### config.mk
export PLATFORM = sky130hd
export DESIGN_NAME = trigger_detector_flat
export DESIGN_NICKNAME = d
export VERILOG_FILES = /design/src/rtl/trigger_detector_if.sv /design/src/rtl/trigger_detector.sv /design/src/flat_wrapper.sv
export SDC_FILE = /design/constraint.sdc
export NUM_CORES = 1
export LEC_CHECK = 0
export ABC_AREA = 1
export CORE_UTILIZATION = 31
export DETAILED_ROUTE_END_ITERATION = 8
export GPL_TIMING_DRIVEN = 0
export PLACE_DENSITY_LB_ADDON = 0.08
export SLEW_MARGIN = 10
export SYNTH_ARGS = -nofsm -noshare
export SYNTH_HDL_FRONTEND = slang
export SYNTH_SLANG_ARGS = --single-unit
### constraint.sdc
create_clock -name i_clk -period 2 [get_ports i_clk]
set_input_delay 0.4 -clock i_clk [delete_from_list [all_inputs] [get_ports i_clk]]
set_output_delay 0.4 -clock i_clk [all_outputs]
set_load 0.05 [all_outputs]
### src/rtl/trigger_detector_if.sv
// Probe, configuration and status bundle for trigger_detector.
// o_trig_time exists only when TRIG_TIMESTAMP_EN is defined.
interface trigger_detector_if #(
    parameter int WIDTH = 8,
    parameter int CNT_W = 16
);
    logic [WIDTH-1:0] i_data;
    logic             i_arm;
    logic             i_abort;
    logic [WIDTH-1:0] i_rise_en;
    logic [WIDTH-1:0] i_fall_en;
    logic [WIDTH-1:0] i_level_mask;
    logic [WIDTH-1:0] i_level_value;
    logic             i_combine_and;
    logic [CNT_W-1:0] i_count;
    logic [CNT_W-1:0] i_holdoff;
    logic             o_armed;
    logic             o_triggered;
    logic             o_done;
    logic [CNT_W-1:0] o_match_cnt;
    logic             o_changed;
`ifdef TRIG_TIMESTAMP_EN
    logic [CNT_W-1:0] o_trig_time;
`endif

    modport master (
        output i_data, i_arm, i_abort, i_rise_en, i_fall_en, i_level_mask,
               i_level_value, i_combine_and, i_count, i_holdoff,
`ifdef TRIG_TIMESTAMP_EN
        input  o_trig_time,
`endif
        input  o_armed, o_triggered, o_done, o_match_cnt, o_changed
    );

    modport slave (
        input  i_data, i_arm, i_abort, i_rise_en, i_fall_en, i_level_mask,
               i_level_value, i_combine_and, i_count, i_holdoff,
`ifdef TRIG_TIMESTAMP_EN
        output o_trig_time,
`endif
        output o_armed, o_triggered, o_done, o_match_cnt, o_changed
    );
endinterface

### src/rtl/trigger_detector.sv
// Edge/level trigger unit with arm, holdoff and occurrence counting.
// Define TRIG_TIMESTAMP_EN to add o_trig_time (cycles spent ARMED before trigger).
module trigger_detector #(
    parameter int WIDTH = 8,
    parameter int CNT_W = 16
) (
    input  logic              i_clk,
    input  logic              i_rst,
    trigger_detector_if.slave bus
);
    localparam logic [CNT_W-1:0] ONE = {{(CNT_W-1){1'b0}}, 1'b1};

    typedef enum logic [1:0] {S_IDLE, S_HOLDOFF, S_ARMED, S_DONE} state_t;

    state_t           r_state;
    state_t           w_next;
    logic             w_fire;

    logic [WIDTH-1:0] r_prev;
    logic [WIDTH-1:0] r_rise_en;
    logic [WIDTH-1:0] r_fall_en;
    logic [WIDTH-1:0] r_level_mask;
    logic [WIDTH-1:0] r_level_value;
    logic             r_combine_and;
    logic [CNT_W-1:0] r_count;
    logic [CNT_W-1:0] r_holdoff;
    logic [CNT_W-1:0] r_hold_cnt;
    logic [CNT_W-1:0] r_match_cnt;
    logic             r_trig;

    logic [WIDTH-1:0] w_rise;
    logic [WIDTH-1:0] w_fall;
    logic [WIDTH-1:0] w_hit;
    logic [WIDTH-1:0] w_edge_en;
    logic             w_edge_ok;
    logic             w_level_ok;
    logic             w_match;
    logic [CNT_W-1:0] w_target;
    logic [CNT_W-1:0] w_cnt_inc;

    assign w_rise     = bus.i_data & ~r_prev;
    assign w_fall     = ~bus.i_data & r_prev;
    assign w_hit      = (w_rise & r_rise_en) | (w_fall & r_fall_en);
    assign w_edge_en  = r_rise_en | r_fall_en;
    assign w_edge_ok  = (w_edge_en == '0) ? 1'b1 :
                        (r_combine_and ? &(~w_edge_en | w_hit) : |w_hit);
    assign w_level_ok = &(~r_level_mask | ~(bus.i_data ^ r_level_value));
    assign w_match    = w_edge_ok & w_level_ok;

    assign w_target  = (r_count == '0) ? ONE : r_count;
    assign w_cnt_inc = (r_match_cnt == '1) ? r_match_cnt : r_match_cnt + ONE;

    always_ff @(posedge i_clk) begin
        if (i_rst) r_state <= S_IDLE;
        else       r_state <= w_next;
    end

    // Abort outranks arm; arm restarts from any state.
    always_comb begin
        w_next = r_state;
        w_fire = 1'b0;
        if (bus.i_abort) begin
            w_next = S_IDLE;
        end else if (bus.i_arm) begin
            w_next = (bus.i_holdoff != '0) ? S_HOLDOFF : S_ARMED;
        end else begin
            case (r_state)
                S_HOLDOFF: if (r_hold_cnt == r_holdoff - ONE) w_next = S_ARMED;
                S_ARMED: begin
                    if (w_match && (w_cnt_inc == w_target)) begin
                        w_next = S_DONE;
                        w_fire = 1'b1;
                    end
                end
                default: w_next = r_state;
            endcase
        end
    end

    always_ff @(posedge i_clk) begin
        r_prev <= bus.i_data;
        if (i_rst) begin
            r_rise_en     <= '0;
            r_fall_en     <= '0;
            r_level_mask  <= '0;
            r_level_value <= '0;
            r_combine_and <= 1'b0;
            r_count       <= '0;
            r_holdoff     <= '0;
            r_hold_cnt    <= '0;
            r_match_cnt   <= '0;
            r_trig        <= 1'b0;
        end else begin
            r_trig <= w_fire;
            if (!bus.i_abort && bus.i_arm) begin
                r_rise_en     <= bus.i_rise_en;
                r_fall_en     <= bus.i_fall_en;
                r_level_mask  <= bus.i_level_mask;
                r_level_value <= bus.i_level_value;
                r_combine_and <= bus.i_combine_and;
                r_count       <= bus.i_count;
                r_holdoff     <= bus.i_holdoff;
                r_hold_cnt    <= '0;
                r_match_cnt   <= '0;
            end else if (!bus.i_abort) begin
                if (r_state == S_HOLDOFF) r_hold_cnt <= r_hold_cnt + ONE;
                if (r_state == S_ARMED && w_match) r_match_cnt <= w_cnt_inc;
            end
        end
    end

`ifdef TRIG_TIMESTAMP_EN
    logic [CNT_W-1:0] r_time;

    always_ff @(posedge i_clk) begin
        if (i_rst) begin
            r_time <= '0;
        end else if (!bus.i_abort && bus.i_arm) begin
            r_time <= '0;
        end else if (!bus.i_abort && r_state == S_ARMED && r_time != '1) begin
            r_time <= r_time + ONE;
        end
    end

    assign bus.o_trig_time = r_time;
`endif

    assign bus.o_armed     = (r_state == S_HOLDOFF) || (r_state == S_ARMED);
    assign bus.o_triggered = r_trig;
    assign bus.o_done      = (r_state == S_DONE);
    assign bus.o_match_cnt = r_match_cnt;
    assign bus.o_changed   = |(bus.i_data ^ r_prev);
endmodule

### src/flat_wrapper.sv
// flat-port wrapper written by rule: the top's interface ports become plain ports
module trigger_detector_flat 
#(
    parameter int WIDTH = 8,
    parameter int CNT_W = 16
)
  (i_clk, i_rst, bus_i_data, bus_i_arm, bus_i_abort, bus_i_rise_en, bus_i_fall_en, bus_i_level_mask, bus_i_level_value, bus_i_combine_and, bus_i_count, bus_i_holdoff, bus_o_armed, bus_o_triggered, bus_o_done, bus_o_match_cnt, bus_o_changed);
  trigger_detector_if #(.WIDTH(WIDTH), .CNT_W(CNT_W)) bus_i ();
  input  logic i_clk;
  input  logic i_rst;
  input wire logic [$bits(bus_i.i_data)-1:0] bus_i_data;
  input wire logic [$bits(bus_i.i_arm)-1:0] bus_i_arm;
  input wire logic [$bits(bus_i.i_abort)-1:0] bus_i_abort;
  input wire logic [$bits(bus_i.i_rise_en)-1:0] bus_i_rise_en;
  input wire logic [$bits(bus_i.i_fall_en)-1:0] bus_i_fall_en;
  input wire logic [$bits(bus_i.i_level_mask)-1:0] bus_i_level_mask;
  input wire logic [$bits(bus_i.i_level_value)-1:0] bus_i_level_value;
  input wire logic [$bits(bus_i.i_combine_and)-1:0] bus_i_combine_and;
  input wire logic [$bits(bus_i.i_count)-1:0] bus_i_count;
  input wire logic [$bits(bus_i.i_holdoff)-1:0] bus_i_holdoff;
  output wire logic [$bits(bus_i.o_armed)-1:0] bus_o_armed;
  output wire logic [$bits(bus_i.o_triggered)-1:0] bus_o_triggered;
  output wire logic [$bits(bus_i.o_done)-1:0] bus_o_done;
  output wire logic [$bits(bus_i.o_match_cnt)-1:0] bus_o_match_cnt;
  output wire logic [$bits(bus_i.o_changed)-1:0] bus_o_changed;
  assign bus_i.i_data = bus_i_data;
  assign bus_i.i_arm = bus_i_arm;
  assign bus_i.i_abort = bus_i_abort;
  assign bus_i.i_rise_en = bus_i_rise_en;
  assign bus_i.i_fall_en = bus_i_fall_en;
  assign bus_i.i_level_mask = bus_i_level_mask;
  assign bus_i.i_level_value = bus_i_level_value;
  assign bus_i.i_combine_and = bus_i_combine_and;
  assign bus_i.i_count = bus_i_count;
  assign bus_i.i_holdoff = bus_i_holdoff;
  assign bus_o_armed = bus_i.o_armed;
  assign bus_o_triggered = bus_i.o_triggered;
  assign bus_o_done = bus_i.o_done;
  assign bus_o_match_cnt = bus_i.o_match_cnt;
  assign bus_o_changed = bus_i.o_changed;
  trigger_detector #(.WIDTH(WIDTH), .CNT_W(CNT_W)) u_core (.i_clk(i_clk), .i_rst(i_rst), .bus(bus_i));
endmodule
; Word level (Yosys, flattened, before mapping)
; Index checks and enable logic that the tools add are counted.
[op_classes]
n_addsub = 3
n_eq_ne = 8
mux = 10
bitwise = 18
n_reduce_logical = 19
[op_table]
columns = op, n
row1 = NOT 8 bit, 5
row2 = adder 16 x 1 -> 16 bit (second input constant), 2
row3 = bitwise AND 8 bit, 4
row4 = == test 16 bit, 2
row5 = 2-to-1 mux 16 bit, 2
row6 = bitwise OR 8 bit, 4
row7 = == test 16 bit (second input constant), 1
row8 = zero test 16 bit, 1
row9 = AND reduction 8 bit, 2
row10 = nonzero test 16 bit, 1
row11 = OR reduction 8 bit, 2
row12 = subtractor 16 x 1 -> 16 bit (second input constant), 1
row13 = bitwise XOR 8 bit, 2
row14 = zero test 8 bit, 1
row15 = 2-to-1 mux 2 bit, 4
row16 = != test 3 x 2 -> 1 bit (second input constant), 2
row17 = == test 2 bit (second input constant), 2
row18 = case mux 2 bit (2 select lines), 1
row19 = AND reduction 2 bit, 2
row20 = OR reduction 2 bit, 2
row21 = OR reduction 4 bit, 1
row22 = logical AND 1 bit, 3
row23 = 2-to-1 mux 1 bit, 3
row24 = AND reduction 3 bit, 1
row25 = 6 further kinds, 7
[word_totals]
reg_bits = 108
output_inout_bits = 20
word_cells = 70

; Depth between registers and ports, before layout
[depth]
depth_word = 13
depth_mapped = 17
mapped_depth_nobuf = 17

; Least setup slack after synthesis
; No wires, ideal clock.
[synth_path]
kind = register to register
startpoint = register u_core.r_match_cnt[0] (netlist: u_core.bus.o_match_cnt[0])
endpoint = register u_core.r_state[0]
setup_ns = 0.066
arrival_time_ns = 2.275
required_ns = 1.934
slack_ns = -0.341
stages_incl_launch_ff = 17
period_less_slack_ns = 2.341
cell_sequence = dfxtp_1 -> ha_1 -> nand3_2 -> inv_2 -> nand2_4 -> clkinv_2 -> nand2_4 -> buf_6 -> nand4_1 -> nand2_1 -> nor2_1 -> nand2_1 -> nor2_1 -> nand3_1 -> nand2_1 -> nand2_2 -> a21oi_2
[synth_between]
elab_chain_cells = 6
elab_cells_between_ends = 7
cone_classes = add/sub (1) / eq/ne (3) / mux (1) / reduce/logical (2)
[synth_rtl]
columns = element, line
row1 = from (decl), trigger_detector.sv:28  ; logic [CNT_W-1:0] r_match_cnt;
row2 = from (signal assigned), trigger_detector.sv:107  ; if (r_state == S_ARMED && w_match) r_match_cnt <= w_cnt_inc;
row3 = adder 16 x 1 -> 16 bit or == test 16 bit (tied branches), trigger_detector.sv:51  ; assign w_cnt_inc = (r_match_cnt == '1) ? r_match_cnt : r_match_cnt + ONE;
row4 = 2-to-1 mux 16 bit *, trigger_detector.sv:51
row5 = == test 16 bit *, trigger_detector.sv:70  ; if (w_match && (w_cnt_inc == w_target)) begin
row6 = logical AND 1 bit *, trigger_detector.sv:70
row7 = != test 3 x 2 -> 1 bit (no source line) *, -
row8 = AND reduction 3 bit (no source line) *, -
row9 = to (signal assigned), trigger_detector.sv:55  ; else r_state <= w_next;
row10 = to (decl), trigger_detector.sv:15  ; state_t r_state;
; Mark *: on every way between the ends. The rest lies on a longest branch, timed or not.
; A chain may end at the register's enable or synchronous reset.

; Worst setup path in the final report
[layout_path]
startpoint = register u_core.r_state[1]
endpoint = register u_core.r_hold_cnt[14]
[layout_between]
elab_chain_cells = 2
[layout_rtl]
columns = element, line
row1 = == test 2 x 1 -> 1 bit, trigger_detector.sv:106  ; if (r_state == S_HOLDOFF) r_hold_cnt <= r_hold_cnt + ONE;
row2 = AND reduction 2 bit (no source line), -
row3 = to (signal assigned), trigger_detector.sv:106
row4 = to (decl), trigger_detector.sv:27  ; logic [CNT_W-1:0] r_hold_cnt;
; Every way passes these cells.

==> load_flow_metrics.sql <==
INSERT INTO impl_metrics (metric_group, metric, value, unit) VALUES
('status', 'outcome', 'finished, violations left', ''),
('status', 'failed_checks', 'setup timing', ''),
('finish', 'flow.area_growth_from_synthesis', '38.2', '%'),
('sta', 'tightest_slew', '613', 'ps'),
('clock_tree', 'cts-root-buf', 'clkbuf_16', ''),
('sta', 'setup_tns', '-107', 'ps'),
('global_route', 'grt_pass1_wl', '30000', 'µm'),
('yosys', 'synth.yosys.seq_area_share', '36.4', '%'),
('setup_path', 'worst_path_most_repeated_cell', 'inv_2', ''),
('place', 'setup_slack_at_placement', '-1120', 'ps'),
('floorplan', 'core_area', '0.0188', 'mm²'),
('finish', 'layout.cells.most_common_list', 'nand2_1 (173), inv_1 (112), nor2_1 (97)', ''),
('sta', 'final_max_slew_viol_count', '0', ''),
('setup_path', 'setup.worst_path.end', 'u_core.r_hold_cnt[14]$_SDFFE_PP0P_', ''),
('setup_path', 'timing.critical_path.to_type', 'register', ''),
('setup_path', 'crit_path_max_fanout', '3', ''),
('setup_path', 'r2r.worst_path.cells', '16', ''),
('finish', 'most_common_library_cell_in_the_layout_ignoring_fill_and_taps', 'nand2_1', ''),
('setup_path', 'worstSetupStartpoint', 'u_core.r_state[1]$_SDFFE_PP0P_', ''),
('sta', 'final_critical_path_setup_slack', '-46.4', 'ps'),
('place', 'gpl.final_weighted_congestion', '0.815', ''),
('power', 'power_density', '618', 'mW/mm²'),
('finish', 'layoutNonFillerInstCount', '1260', ''),
('place', 'detailed_place.area', '0.00722', 'mm²'),
('global_route', 'first_global_vias', '5721', ''),
('min_path', 'hold_path_class', 'in2reg', ''),
('setup_path', 'setup_crit_path_kind', 'reg2reg', ''),
('yosys', 'synth_area', '0.00594', 'mm²'),
('yosys', 'synth_cell_types', '33', ''),
('yosys', 'synth-seq-cells', '108', ''),
('setup_path', 'setup.worst_path.start_class', 'register', ''),
('place', 'number_of_cells_in_the_design_after_placement', '1221', ''),
('sta', 'timing_hold_violations_final', '0', ''),
('routing', 'num_vias', '5869', ''),
('power', 'vdd_drop_max', '0.394', 'mV'),
('finish', 'final_layout_size_suffix_gt1_share', '17.8', '%'),
('clock_tree', 'tritoncts_clock_tree', 'yes', ''),
('place', 'count_of_buffers_from_port_buffering', '96', ''),
('global_route', 'initial_antenna_violation_count', '0', ''),
('yosys', 'synth.yosys.warnings', '0', ''),
('setup_path', 'regToRegStartpoint', 'u_core.r_state[1]$_SDFFE_PP0P_', ''),
('global_route', 'maximum_number_of_pins_on_one_net_before_global_route_repair', '18', ''),
('sta', 'setup_violations', '3', ''),
('yosys', 'postSynthCellCount', '891', ''),
('clock_tree', 'path_clk_slew', '70', 'ps'),
('sta', 'finalHoldWorstSlack', '235', 'ps'),
('clock_tree', 'clock_network_latency_to_the_later_pin_of_the_worst_skew_pair', '360', 'ps'),
('setup_path', 'crit_chain', 'inv_2, ha_4, inv_2, nor2_4, inv_2, nor3_4, inv_2, nor2_4, nand2_2, nor3_4, inv_2, nor2_4, inv_2, nor3_4, xnor2_1, nor2_1', ''),
('finish', 'n_antenna_cell', '0', ''),
('sta', 'timing.fmax', '489', 'MHz'),
('floorplan', 'start_util', '31.7', '%'),
('global_route', 'gr-usage-all-layers', '19.8', '%'),
('place', 'dp_wirelength', '14100', 'µm'),
('routing', 'remaining_drc_errors', '0', ''),
('yosys', 'postSynthAreaPerCell', '6.67', 'µm²'),
('sta', 'setup_repair_after_global_routing_missed_its_margin', 'yes', ''),
('routing', 'routed_wl', '18900', 'µm'),
('routing', 'drt_pass1_iterations', '4', ''),
('floorplan', 'dieWidth', '140', 'µm'),
('routing', 'postRouteAntennaNets', '0', ''),
('sta', 'skew', '9.83', 'ps'),
('setup_path', 'endpoint_arrival_time_on_the_critical_path', '2290', 'ps'),
('global_route', 'overflow', '0', ''),
('clock_tree', 'total_clock_buffers_created_by_cts', '9', ''),
('floorplan', 'fp.dieArea', '0.0197', 'mm²'),
('clock_tree', 'cts_max_level', '3', ''),
('run', 'max_cap_viol_count', '0', ''),
('sta', 'layout_min_cycle_time', '2050', 'ps'),
('routing', 'initialDrtViolationCount', '271', ''),
('clock_tree', 'clk_path_buf_depth', '2', ''),
('routing', 'post_drt_via_cell_ratio', '4.66', '');
==> critical path, delay by kind of cell (launching register included) <==
kind / cells / cell delay, ps
DFF: 1 / 330
and+or+nand+nor: 8 / 980
buffers and inverters: 6 / 380
adders and majority gates: 1 / 120
xor gates and xnor gates: 1 / 140
==> through the flow <==
| stage | power (mW) | utilization, % |
|---|---|---|
| floorplan | 2.81 | - |
| global placement | 3.17 | 38.5 |
| detailed placement | 3.17 | 38.5 |
| CTS | 5.08 | 42.0 |
| global route | 5.33 | 43.8 |
| finish | 5.08 | 43.8 |
==> cells by family after synthesis <==
kind of cell | Yosys count | synth area share (%)
AOI/OAI and AO/OA | 178 | 15.3
xor gates and xnor gates | 21 | 3.33
buffers and inverters | 154 | 10.0
DFF | 108 | 36.4
and+or+nand+nor | 408 | 30.4
adders and majority gates | 22 | 4.63
==> registers in the layout, summed over array words and instances (netlist names) <==
name	count
u_core.bus.o_match_cnt	16
u_core.r_count	16
u_core.r_hold_cnt	16
u_core.r_holdoff	16
u_core.r_fall_en	8
u_core.r_level_mask	8
u_core.r_level_value	8
u_core.r_prev	8
u_core.r_rise_en	8
u_core.r_state	2
u_core.bus.o_triggered	1
u_core.r_combine_and	1
==> power breakdown <==
part / total [mW] / internal (mW) / switching, mW
logic: 0.885 / 0.377 / 0.508
registers: 2.31 / 2.24 / 0.0648
clock network: 1.89 / 1.01 / 0.881
total: 5.08 / 3.63 / 1.45
==> how the worst min path moves through the flow <==
stage	start	endpoint	slack, ps	depth (start not counted)
after floorplan	bus_i_data[0]	u_core.r_prev[0]$_DFF_P_	430	0
after global placement	u_core.r_level_value[0]$_SDFFE_PP0P_	u_core.r_level_value[0]$_SDFFE_PP0P_	460	2
after detailed placement	u_core.r_level_value[0]$_SDFFE_PP0P_	u_core.r_level_value[0]$_SDFFE_PP0P_	460	2
after CTS	bus_i_data[4]	u_core.r_prev[4]$_DFF_P_	280	1
after global routing	bus_i_data[7]	u_core.r_prev[7]$_DFF_P_	230	1
final	bus_i_data[7]	u_core.r_prev[7]$_DFF_P_	230	1
==> cells in the mapped netlist <==
cell	instances	share of area [%]
a21oi_1	75	6.3
a21oi_2	2	0.29
a22o_1	1	0.15
buf_6	2	0.38
clkbuf_1	24	1.5
clkinv_1	1	0.063
clkinv_2	1	0.084
dfxtp_1	108	36
ha_1	22	4.6
inv_1	120	7.6
inv_2	6	0.38
nand2_1	183	12
nand2_2	1	0.11
nand2_4	2	0.38
nand3_1	45	3.8
nand3_2	5	0.84
nand3b_1	2	0.25
nand4_1	26	2.7
nor2_1	113	7.1
nor2_2	8	0.84
nor2_4	1	0.19
nor3_1	8	0.67
nor3_2	6	1.0
nor4_1	5	0.53
o21a_1	1	0.13
o21ai_0	93	7.8
o21ai_1	2	0.17
o21bai_1	1	0.13
o22ai_1	3	0.32
or2_2	3	0.32
xnor2_1	10	1.5
xnor3_1	1	0.38
xor2_1	10	1.5
==> final cells by class <==
cell class,count,area (µm²)
Clock buffer,10,239
Buffer,25,144
Sequential cell,108,2200
Clock inverter,5,61.3
Tap cell,234,293
Fill cell,1949,10600
Multi-Input combinational cell,629,3600
Timing Repair Buffer,121,1190
Inverter,128,489
==> routing by layer <==
metal | global-route usage, % | vias to the layer above | wire (µm)
li1 | - | 3136 | -
met1 | 26.5 | 2605 | 9300
met2 | 32.9 | 109 | 8600
met3 | 3.32 | 19 | 655
met4 | 5.21 | 0 | 297
met5 | 0 | - | 0
==> what timing repair did <==
item	in CTS	in global routing
resized for setup	95	95
gates cloned	3	0
buffers inserted	13	9
setup endpoints to repair	71	62
pin swaps	18	28
(Power assumes the default switching activity.)
